### config.mk
export PLATFORM = sky130hd
export DESIGN_NAME = mips_multicycle_ctrl
export DESIGN_NICKNAME = d
export VERILOG_FILES = /design/src/rtl/mips_multicycle_ctrl.sv
export SDC_FILE = /design/constraint.sdc
export NUM_CORES = 1
export LEC_CHECK = 0
export ABC_AREA = 0
export CORE_UTILIZATION = 37
export DETAILED_ROUTE_END_ITERATION = 10
export HOLD_SLACK_MARGIN = 0.1
export PLACE_DENSITY = 0.9
export SYNTH_ARGS = -nofsm -noshare
export SYNTH_HDL_FRONTEND = slang
export SYNTH_SLANG_ARGS = --single-unit
export TNS_END_PERCENT = 1
### constraint.sdc
create_clock -name clk -period 2 [get_ports clk]
set_clock_uncertainty 0.05 [all_clocks]
set_input_delay 0.4 -clock clk [delete_from_list [all_inputs] [get_ports clk]]
set_output_delay 0.4 -clock clk [all_outputs]
set_load 0.02 [all_outputs]
### src/rtl/mips_multicycle_ctrl.sv
// -----------------------------------------------------------------------------
// mips_multicycle_ctrl
//
// Control FSM for the multicycle mini MIPS datapath with a byte-wide memory.
// It runs the four byte fetch cycles, the decode cycle and the execute and
// writeback steps for each opcode. It drives every datapath enable and every
// mux select as a Moore function of the current state.
//
// Optional feature macro: MIPS_CTRL_ADDI_EN
//   When this macro is defined, opcode 001000 (ADDI) is legal and uses the
//   path DECODE -> MEMADR -> ADDIWR -> FETCH1.
//   When it is undefined, ADDI is an illegal opcode and ADDIWR is never reached.
//
// Ports:
//   clk        in   rising-edge clock
//   reset      in   asynchronous, active-low (0 = in reset)
//   op         in   [5:0] instr[31:26] from the instruction register
//   zero       in   ALU zero flag, used only in BEQEX
//   memread    out  memory read strobe
//   memwrite   out  memory write strobe
//   irwrite    out  [3:0] one-hot instruction register byte enable (bit0 = instr[7:0])
//   iord       out  address mux: 0 = PC, 1 = ALUOut
//   alusrca    out  ALU A mux: 0 = PC, 1 = regA
//   alusrcb    out  [1:0] ALU B mux: 00 regB, 01 const 1, 10 imm, 11 imm<<2
//   aluop      out  [1:0] 00 add, 01 sub, 10 funct-decoded
//   pcsource   out  [1:0] 00 ALU result, 01 ALUOut, 10 jump target
//   pcen       out  PC load enable, pcwrite | (pcwritecond & zero)
//   regwrite   out  register file write
//   regdst     out  0 = rt, 1 = rd
//   memtoreg   out  0 = ALUOut, 1 = MDR
//   illegal_op out  one-cycle pulse in DECODE for an unsupported opcode
//   dbg_state  out  [STATE_W-1:0] current state encoding
// -----------------------------------------------------------------------------
module mips_multicycle_ctrl #(
  parameter int STATE_W = 4
) (
  input  logic               clk,
  input  logic               reset,
  input  logic [5:0]         op,
  input  logic               zero,
  output logic               memread,
  output logic               memwrite,
  output logic [3:0]         irwrite,
  output logic               iord,
  output logic               alusrca,
  output logic [1:0]         alusrcb,
  output logic [1:0]         aluop,
  output logic [1:0]         pcsource,
  output logic               pcen,
  output logic               regwrite,
  output logic               regdst,
  output logic               memtoreg,
  output logic               illegal_op,
  output logic [STATE_W-1:0] dbg_state
);

  localparam logic [5:0] OP_LB    = 6'b100000;
  localparam logic [5:0] OP_SB    = 6'b101000;
  localparam logic [5:0] OP_RTYPE = 6'b000000;
  localparam logic [5:0] OP_BEQ   = 6'b000100;
  localparam logic [5:0] OP_J     = 6'b000010;
  localparam logic [5:0] OP_ADDI  = 6'b001000;

  typedef enum logic [STATE_W-1:0] {
    S_FETCH1  = STATE_W'(0),
    S_FETCH2  = STATE_W'(1),
    S_FETCH3  = STATE_W'(2),
    S_FETCH4  = STATE_W'(3),
    S_DECODE  = STATE_W'(4),
    S_MEMADR  = STATE_W'(5),
    S_LBRD    = STATE_W'(6),
    S_LBWR    = STATE_W'(7),
    S_SBWR    = STATE_W'(8),
    S_RTYPEEX = STATE_W'(9),
    S_RTYPEWR = STATE_W'(10),
    S_BEQEX   = STATE_W'(11),
    S_JEX     = STATE_W'(12),
    S_ADDIWR  = STATE_W'(13)
  } state_e;

  state_e state_q, state_d;
  logic   pcwrite, pcwritecond;

  // NOTE: state registers use non-blocking assignments, so every flop samples
  // the value from before the clock edge and simulation matches the hardware.
  always_ff @(posedge clk or negedge reset) begin
    if (!reset) state_q <= S_FETCH1;
    else        state_q <= state_d;
  end

  // NOTE: every signal gets a default value before the case statement, so no
  // path leaves a signal unassigned and no latch is inferred.
  always_comb begin
    state_d     = state_q;
    memread     = 1'b0;
    memwrite    = 1'b0;
    irwrite     = 4'b0000;
    iord        = 1'b0;
    alusrca     = 1'b0;
    alusrcb     = 2'b00;
    aluop       = 2'b00;
    pcsource    = 2'b00;
    regwrite    = 1'b0;
    regdst      = 1'b0;
    memtoreg    = 1'b0;
    illegal_op  = 1'b0;
    pcwrite     = 1'b0;
    pcwritecond = 1'b0;

    // Outputs are also gated by reset, not only by the state register. This
    // forces every strobe low as soon as reset is asserted, even in the middle
    // of an instruction and before any clock edge.
    if (reset) begin
      case (state_q)
        S_FETCH1: begin
          memread = 1'b1; irwrite = 4'b0001; alusrcb = 2'b01; pcwrite = 1'b1;
          state_d = S_FETCH2;
        end
        S_FETCH2: begin
          memread = 1'b1; irwrite = 4'b0010; alusrcb = 2'b01; pcwrite = 1'b1;
          state_d = S_FETCH3;
        end
        S_FETCH3: begin
          memread = 1'b1; irwrite = 4'b0100; alusrcb = 2'b01; pcwrite = 1'b1;
          state_d = S_FETCH4;
        end
        S_FETCH4: begin
          memread = 1'b1; irwrite = 4'b1000; alusrcb = 2'b01; pcwrite = 1'b1;
          state_d = S_DECODE;
        end
        S_DECODE: begin
          alusrcb = 2'b11;
          case (op)
            OP_LB, OP_SB: state_d = S_MEMADR;
            OP_RTYPE:     state_d = S_RTYPEEX;
            OP_BEQ:       state_d = S_BEQEX;
            OP_J:         state_d = S_JEX;
`ifdef MIPS_CTRL_ADDI_EN
            OP_ADDI:      state_d = S_MEMADR;
`endif
            default: begin
              // The PC was already advanced during fetch, so restarting the
              // fetch simply skips the bad instruction.
              illegal_op = 1'b1;
              state_d    = S_FETCH1;
            end
          endcase
        end
        S_MEMADR: begin
          alusrca = 1'b1; alusrcb = 2'b10;
          case (op)
            OP_LB:   state_d = S_LBRD;
            OP_SB:   state_d = S_SBWR;
`ifdef MIPS_CTRL_ADDI_EN
            OP_ADDI: state_d = S_ADDIWR;
`endif
            default: state_d = S_FETCH1;
          endcase
        end
        S_LBRD: begin
          memread = 1'b1; iord = 1'b1;
          state_d = S_LBWR;
        end
        S_LBWR: begin
          regwrite = 1'b1; memtoreg = 1'b1;
          state_d  = S_FETCH1;
        end
        S_SBWR: begin
          memwrite = 1'b1; iord = 1'b1;
          state_d  = S_FETCH1;
        end
        S_RTYPEEX: begin
          alusrca = 1'b1; aluop = 2'b10;
          state_d = S_RTYPEWR;
        end
        S_RTYPEWR: begin
          regwrite = 1'b1; regdst = 1'b1;
          state_d  = S_FETCH1;
        end
        S_BEQEX: begin
          alusrca = 1'b1; aluop = 2'b01; pcsource = 2'b01; pcwritecond = 1'b1;
          state_d = S_FETCH1;
        end
        S_JEX: begin
          pcwrite = 1'b1; pcsource = 2'b10;
          state_d = S_FETCH1;
        end
`ifdef MIPS_CTRL_ADDI_EN
        S_ADDIWR: begin
          regwrite = 1'b1;
          state_d  = S_FETCH1;
        end
`endif
        default: state_d = S_FETCH1;
      endcase
    end

    pcen      = pcwrite | (pcwritecond & zero);
    dbg_state = reset ? state_q : '0;
  end

endmodule

==> run metrics, run 1 <==
vias in the first global route=718; DR iter-0 viols=29; Cell Area, Synth=about 560 um^2; # fillers=111; Max Transition Viols Final=0; Final period util=101%; Clock H-tree levels=1; FF/Latch Area=between 100 and 150 um^2; CTS tree=built; Slew @ Worst Pin=356 ps; Required @ worst endpoint=between 1500 and 2000 ps; Synthesis Warnings=0; max FFs per register=4; Power Dens Cells=~900 mW/mm^2; startpoint type of the worst setup path=input port; hold buffers post-CTS=0; largest net degree at the start of global routing=21; ANT nets after route=0; clock tree root buffer cell=clkbuf_4; chip height=41.0 um; GP Congestion=0.945; post-synthesis cell type count=35; first drt pass iteration count=8; largest reg by FF count=state_q; non-filler cells, final=148; Placement Rows=13; count leader, synth=nor2_1; endpoints failing hold=0; area added between synthesis and finish=75.8%; largest family of logic cells by synthesized area=simple AND/OR/NAND/NOR gates; failing checks=DRC, setup timing; CP max FO=2; CP Class=in2out; PnR worst setup slack=-19.6 ps; unrepaired setup endpoints after global routing=true; cts bufs inserted=3; setup violators final=1; post-placement cell count=approximately 140; Mapped Cells=83; initial antenna violation count=0; maxcap violations=0; Min Hold Slack=184 ps; DR vias/cell=5.73; HP Class=in2async; synth top area cells=dfrtp_1 (18%), nor3_1 (8.9%), nor2_1 (7.3%), nand2_1 (5.3%), a2111oi_4 (4.9%); clock-pin slew on the worst setup and hold paths=40 ps; Post-DP Area=0.00103 mm^2; # IOs=32; # port buffers=31; FF-to-FF path depth=6; Initial Utilization=41.7%; chip width=approximately 41 um; complex-gate fraction of the synthesized area=around a quarter; first-pass GRT wire length=3110 um; CTS sink count=4; Design Area, Final=990 um^2; CP arrival=around 1600 ps; multiplexer share of the synthesized area=1.78%; status=complete, but fails checks; Vias=848; Max IR drop VDD=0.530 mV; DRC Markers=2; die area=roughly 0.0017 mm^2; Synth async-reset ratio=100%; adder-cell share of the synthesized area=0%; layout cell share with drive strength beyond 1=41.4%; number of synthesized register bits=4; placed wire-length estimate=between 1500 and 2000 um; final total power=0.000908 W; Avg Inst Size Synth=6.78 um^2; multi-input logic area=443 um^2; Routed Wire Length=approximately 2100 um; CTS Buffer Depth=2; net count reported at finish=144; Tmin final=2020 ps; remaining global-route overflow=0; XOR/XNOR Fraction of Synth Area=0%; Relative slew margins=76.3%; clock latency on the worst-skew pair=240 ps; Max Fclk=0.495 GHz; Synth top area share=17.8%; Post-synth EDFFs=0; gr usage total=27.9%; Seq/Total Area, Yosys=between 10% and 20%; predominant post-synthesis flop cell=dfrtp_1; Reg2Reg Setup Slack=290 ps; Routed WL per cell=roughly 14 um; antenna cells=0; Synth Area in Simple Gates=~47%; most common library cells after synthesis=nor2_1 (11), nor3_1 (10), nand2_1 (8); biggest regs=state_q: 4 flops; setup TNS=-19.6 ps; LEAKAGE=0.497 nW; post-synth top area cell=dfrtp_1; Mapped Nets=92; reg2reg end=state_q[1]; area of the core=0.00135 mm^2; reg-to-reg startpoint=state_q[1]; Worst setup EP type=output pin
-- cells in the final DEF (no fill, tap or decap), types with 2 or more instances in the layout --
cell type	instances
a2111oi_4	2
a21oi_1	5
a31oi_1	3
and2_1	3
buf_2	7
buf_4	24
clkbuf_2	11
clkbuf_4	3
clkdlybuf4s15_2	2
clkdlybuf4s50_1	2
dfrtp_1	4
dlygate4sd2_1	6
dlymetal6s2s_1	2
inv_1	3
nand2_1	8
nand2b_1	3
nand3_1	2
nor2_1	11
nor3_1	9
nor4_1	2
o22ai_1	2
-- worst max-delay path by stage --
stage                           from    endpoint  slack (ps)  cells past startpoint
final                          op[3]  illegal_op         -20                      5
after detailed placement       reset  illegal_op        -720                      5
after CTS                      op[3]  illegal_op         -70                      5
after global placement         reset  illegal_op        -710                      5
after floorplan           state_q[2]      regdst          30                      3
after global routing           op[3]  illegal_op         -50                      5
-- cells by family after synthesis --
kind of cell    count (synthesis)
mux                             1
simple gates                   49
compound gates                 18
buf+inv                        11
flops                           4
-- timing repair --
action	CTS	global route
setup buffers	1	0
cloned	0	0
pin swaps	3	1
setup endpoints to repair	23	14
resized for setup	62	30
-- worst max-delay path, cell delays in order --
cell and delay, ps:
clkdlybuf4s15_2 180, or3b_4 380, a2111oi_4 380, a2111oi_4 50, buf_4 170
-- stage by stage --
step	util [%]	setup slack, ps
after global routing	73.3	-50.3
after CTS	76.9	-71.4
final	73.3	-19.6
after detailed placement	76.6	-725
after global placement	76.6	-709
after floorplan	-	29.7
-- routing by layer --
| layer | track usage, % | wire length, um | vias up |
|---|---|---|---|
| met1 | 33.9 | 851 | 378 |
| met4 | 8.33 | 24 | 0 |
| met5 | 0 | 0 | - |
| li1 | - | - | 410 |
| met2 | 49.2 | 1050 | 56 |
| met3 | 4.89 | 176 | 4 |
-- layout make-up --
type                    count  area share (%)
clock buffers               3            2.28
inverters                   4            1.52
multi-input cells          68            44.8
flip-flops and latches      4            10.1
well taps                  15            1.90
repair buffers             54            39.4
-- power breakdown --
part	internal, W	switching, W
clock network	0.0000673	0.0000359
logic	0.000292	0.000384
registers	0.000108	0.0000199
total	0.000467	0.000440
Power figures use the tool's default switching activity.
==> run 2: changes to the inputs <==
Settings changed: TNS_END_PERCENT 1 to 30.
==> run 2 against run 1 <==
Compared with the run above:
- the flow now finishes without violations
- global-route usage down 0.79 points
- clock power up 7%
- worst hold slack worse by 13 ps
- first-iteration DRC count up 24%
- largest cell class unchanged
- sequential share of layout area unchanged
==> run metrics, run 2 (synthesis gave the netlist of run 1 again) <==
most common cell after layout, fill and taps aside=buf_4; DRC Markers=0; CP max FO=3; die area=around 0.0017 mm^2; most frequent cells in the layout=buf_4 (25), clkbuf_2 (14), nor2_1 (11); # port buffers=31; CP arrival=approximately 1500 ps; area of the core=about 0.0014 mm^2; ANT nets after route=0; initial antenna violation count=0; FF/Latch Area=100 um^2; Tmin final=1980 ps; Slew @ Worst Pin=343 ps; chip width=41.0 um; Required @ worst endpoint=1550 ps; clock tree root buffer cell=clkbuf_4; unrepaired setup endpoints after global routing=true; Power Dens Cells=roughly 940 mW/mm^2; endpoints failing hold=0; DR WL met2=1150 um; Clock H-tree levels=1; LEAKAGE=0.510 nW; Post-DP Area=0.00103 mm^2; cts bufs inserted=3; maxcap violations=0; GP Congestion=0.945; Routed Wire Length=2250 um; multi-input logic area=443 um^2; # fillers=110; startpoint type of the worst setup path=input port; Relative slew margins=77.1%; setup violators final=0; clock-pin slew on the worst setup and hold paths=50 ps; largest reg by FF count=state_q; HP Class=in2async; clock latency on the worst-skew pair=250 ps; first drt pass iteration count=4; gr usage total=about 27%; CTS sink count=4; chip height=41.0 um; DR iter-0 viols=36; Max Transition Viols Final=0; final total power=around 0.0009 W; # IOs=32; placed wire-length estimate=1590 um; status=complete, no violations; Max IR drop VDD=0.507 mV; CP Class=in2out; Routed WL per cell=15.2 um; net count reported at finish=144; layout cell share with drive strength beyond 1=41.4%; CTS Buffer Depth=2; Design Area, Final=990 um^2; biggest regs=state_q: 4 flops; antenna cells=0; remaining global-route overflow=0; vias in the first global route=716; PnR worst setup slack=16.0 ps; Max Fclk=0.504 GHz; hold buffers post-CTS=0; Place WS=-725 ps; top layer in use=met4; WL met1=a little over 800 um; Initial Utilization=41.7%; Vias=881; Final period util=between 90% and 100%; max FFs per register=4; area added between synthesis and finish=75.8%; met3 WL=roughly 220 um; Placement Rows=13; final core utilization=73.3%; largest net degree at the start of global routing=21; first-pass GRT wire length=3050 um; DR vias/cell=between 5 and 6; Worst setup EP type=output pin; CTS tree=built
==> run 2: cell types whose count changed in the layout (fill, tap and decap cells not counted) <==
cell,change
buf_2,-3
buf_4,+1
clkbuf_2,+3
clkdlybuf4s15_2,-1
dlygate4sd2_1,-1
dlymetal6s2s_1,+1
==> run 2: what timing repair did <==
item | CTS | global route
resized for setup | 53 | 38
setup buffers | 1 | 0
pin swaps | 3 | 3
setup endpoints to repair | 23 | 14
gates cloned | 0 | 0
==> run 2: worst max-delay path: stages <==
cell	delay, ps
clkbuf_2	110
or3b_4	390
a2111oi_4	370
a2111oi_4	90
buf_4	180
==> run 2: final cells by class <==
cell class / instances / share of cell area [%]
multi-input cells: 68 / 44.8
flip-flops and latches: 4 / 10.1
well taps: 15 / 1.90
repair buffers: 54 / 39.4
clock buffers: 3 / 2.28
inverters: 4 / 1.52
==> run 2: per-layer routing <==
layer | global-route usage, % | vias to the layer above
li1 | - | 405
met1 | 32.9 | 398
met2 | 47.3 | 68
met3 | 5.43 | 10
met4 | 8.33 | 0
met5 | 0 | -
==> run 2: worst paths after layout <==
kind                            start          to  slack, ps  cells past startpoint
min reg2reg                state_q[0]  state_q[0]        650                      2
min in group clk                op[3]  state_q[3]        490                      3
max reg2reg                state_q[1]  state_q[1]        270                      6
min                             reset  state_q[3]        170                      2
max                             op[1]  illegal_op         20                      5
max in group asynchronous       reset  state_q[0]       1590                      2
==> run 2: stage by stage <==
stage | TNS, ps | hold WS [ps] | std cells
after global placement | -10100 | 583 | 144
after detailed placement | -10940 | 598 | 144
after floorplan | 0 | 54.4 | 83
after global routing | -24.9 | 203 | 148
after CTS | -167 | 180 | 148
final | 0 | 171 | 148
==> run 2: power by group <==
part	switching, W	total, W	internal, W
logic	0.000395	0.000689	0.000294
clock network	0.0000426	0.000110	0.0000678
registers	0.0000196	0.000128	0.000108
total	0.000457	0.000927	0.000470
==> run 3: changes to the inputs <==
Clock period 2 ns to 1.85 ns, I/O delays scaled along.
==> run 3 against run 2 <==
Compared with the run above:
- flip-flop and latch count is the same
- non-clock buffer count grew 7
- the flow now finishes with violations (setup timing)
- power grew 17%
- largest cell class unchanged
- die area is the same
- sequential power grew 12%
- utilization grew 6.9 points
- global-route usage grew 1.5 points
- register-to-register slack lost 90 ps
==> run metrics, run 3 (synthesis gave the netlist of run 1 again) <==
setup violators final=1; Psw=0.000516 W; crit path from=state_q[1]; Seq pwr share=13.2%; final total power=0.00109 W; Vias=861; clock latency on the worst-skew pair=240 ps; failing checks=setup timing; Max Transition Viols Final=0; endpoints failing hold=0; clock-pin slew on the worst setup and hold paths=40 ps; chip height=41.0 um; Slew @ Worst Pin=487 ps; hold buffers post-CTS=0; Max Fclk=around 0.52 GHz; placed wire-length estimate=1670 um; first drt pass iteration count=4; CP max FO=3; most frequent cells in the layout=buf_4 (31), buf_2 (14), nor3_1 (10), nor2_1 (10), nand2_1 (8); Required @ worst endpoint=1430 ps; most common cell after layout, fill and taps aside=buf_4; area of the core=approximately 0.0014 mm^2; Pint=~0.00057 W; CP Class=reg2out; first-pass GRT wire length=3110 um; GP Congestion=0.953; crit-path max cell delay=400 ps; reg-to-reg startpoint=state_q[1]; ANT nets after route=0; Initial Utilization=41.7%; antenna cells=0; CTS sink count=4; DRC Markers=0; layout cell share with drive strength beyond 1=48.6%; Max IR drop VDD=between 0.7 and 0.8 mV; maxcap violations=0; gr usage total=28.7%; CTS Buffer Depth=2; # IOs=32; max FFs per register=4; clock tree root buffer cell=clkbuf_4; CP arrival=1500 ps; area added between synthesis and finish=92.2%; CP Buf/Inv Count=1; Final period util=104%; Worst path slowest cell=dfrtp_1; CTS tree=built; Clk network pwr share=between 10% and 20%; Design Area, Final=0.00108 mm^2; cells along the critical path=or2_2 -> a2111oi_4 -> buf_4; Worst setup EP type=output pin; Tmin final=between 1500 and 2000 ps; startpoint type of the worst setup path=flip-flop; HP Class=in2async; status=complete, but fails checks; Min Hold Slack=132 ps; Relative slew margins=67.3%; Routed WL per cell=between 10 and 15 um; Post-DP Area=0.00109 mm^2; vias in the first global route=703; DR vias/cell=5.55; Power Dens Cells=between 1000 and 1500 mW/mm^2; final core utilization=80.2%; chip width=about 40 um; # port buffers=31; DR iter-0 viols=21; delay-heaviest family, CP=flip-flops; unrepaired setup endpoints after global routing=true; largest reg by FF count=state_q; initial antenna violation count=0; PnR worst setup slack=-68.6 ps; cts bufs inserted=3; largest net degree at the start of global routing=21; LEAKAGE=0.517 nW; biggest regs=state_q: 4 flops; Sw Ratio=47.5%; Routed Wire Length=2290 um; die area=0.00168 mm^2; Combinational Power Share=76.5%; Placement Rows=13; remaining global-route overflow=0; net count reported at finish=151; Clock H-tree levels=1
==> run 3: cell count changes in the layout (fill, tap and decap cells not counted), sizes merged <==
cell,change
buf,+19
clkbuf,-13
clkdlybuf4s15,+4
dlymetal6s2s,-3
clkdlybuf4s50,-1
dlygate4sd2,+1
==> run 3: routing by layer <==
| metal | global-route usage [%] | part of all wire [%] | vias up |
|---|---|---|---|
| li1 | - | - | 421 |
| met1 | 34.6 | 43 | 396 |
| met2 | 49.6 | 50 | 42 |
| met3 | 4.89 | 6.3 | 2 |
| met4 | 10.8 | 0.92 | 0 |
| met5 | 0 | 0 | - |
==> run 3: through the flow <==
step	setup slack [ps]	cells	TNS [ps]
after floorplan	-82.2	83	-123
after global placement	-794	150	-12340
after detailed placement	-810	150	-13160
after CTS	-85.9	155	-204
after global routing	-99.9	155	-456
final	-68.6	155	-68.6
==> run 3: layout make-up <==
cell class / count / area [um^2]
Sequential cell: 4 / 100
Timing Repair Buffer: 61 / 459
Clock buffer: 3 / 22.5
Inverter: 4 / 15.0
Multi-Input combinational cell: 68 / 467
Fill cell: 93 / 268
Tap cell: 15 / 18.8
==> run 3: what timing repair did <==
| item | 4_1_cts | 5_1_grt |
|---|---|---|
| setup endpoints to repair | 26 | 16 |
| gates cloned | 0 | 0 |
| hold endpoints to repair | 0 | 0 |
| setup buffers | 2 | 0 |
| gates resized for setup | 107 | 12 |
| pin swaps | 4 | 5 |
==> run 3: path summary, 6_finish.rpt <==
| kind | endpoint | slack, ps | cells past startpoint |
|---|---|---|---|
| setup / recovery | illegal_op | -70 | 3 |
| hold / removal | state_q[3] | 130 | 2 |
| hold reg to reg | state_q[0] | 600 | 2 |
| min in group clk | state_q[3] | 480 | 3 |
| setup reg to reg | state_q[2] | 180 | 6 |
| max in group asynchronous | state_q[0] | 1460 | 2 |
==> run 3: power by group through the flow <==
stage               combinational [W]  clock, W  sequential, W
global route                 0.000888  0.000120       0.000142
floorplan                    0.000432         0       0.000133
finish                       0.000830  0.000113       0.000143
CTS                          0.000775  0.000114       0.000136
detailed placement           0.000823         0       0.000137
global placement             0.000793         0       0.000132
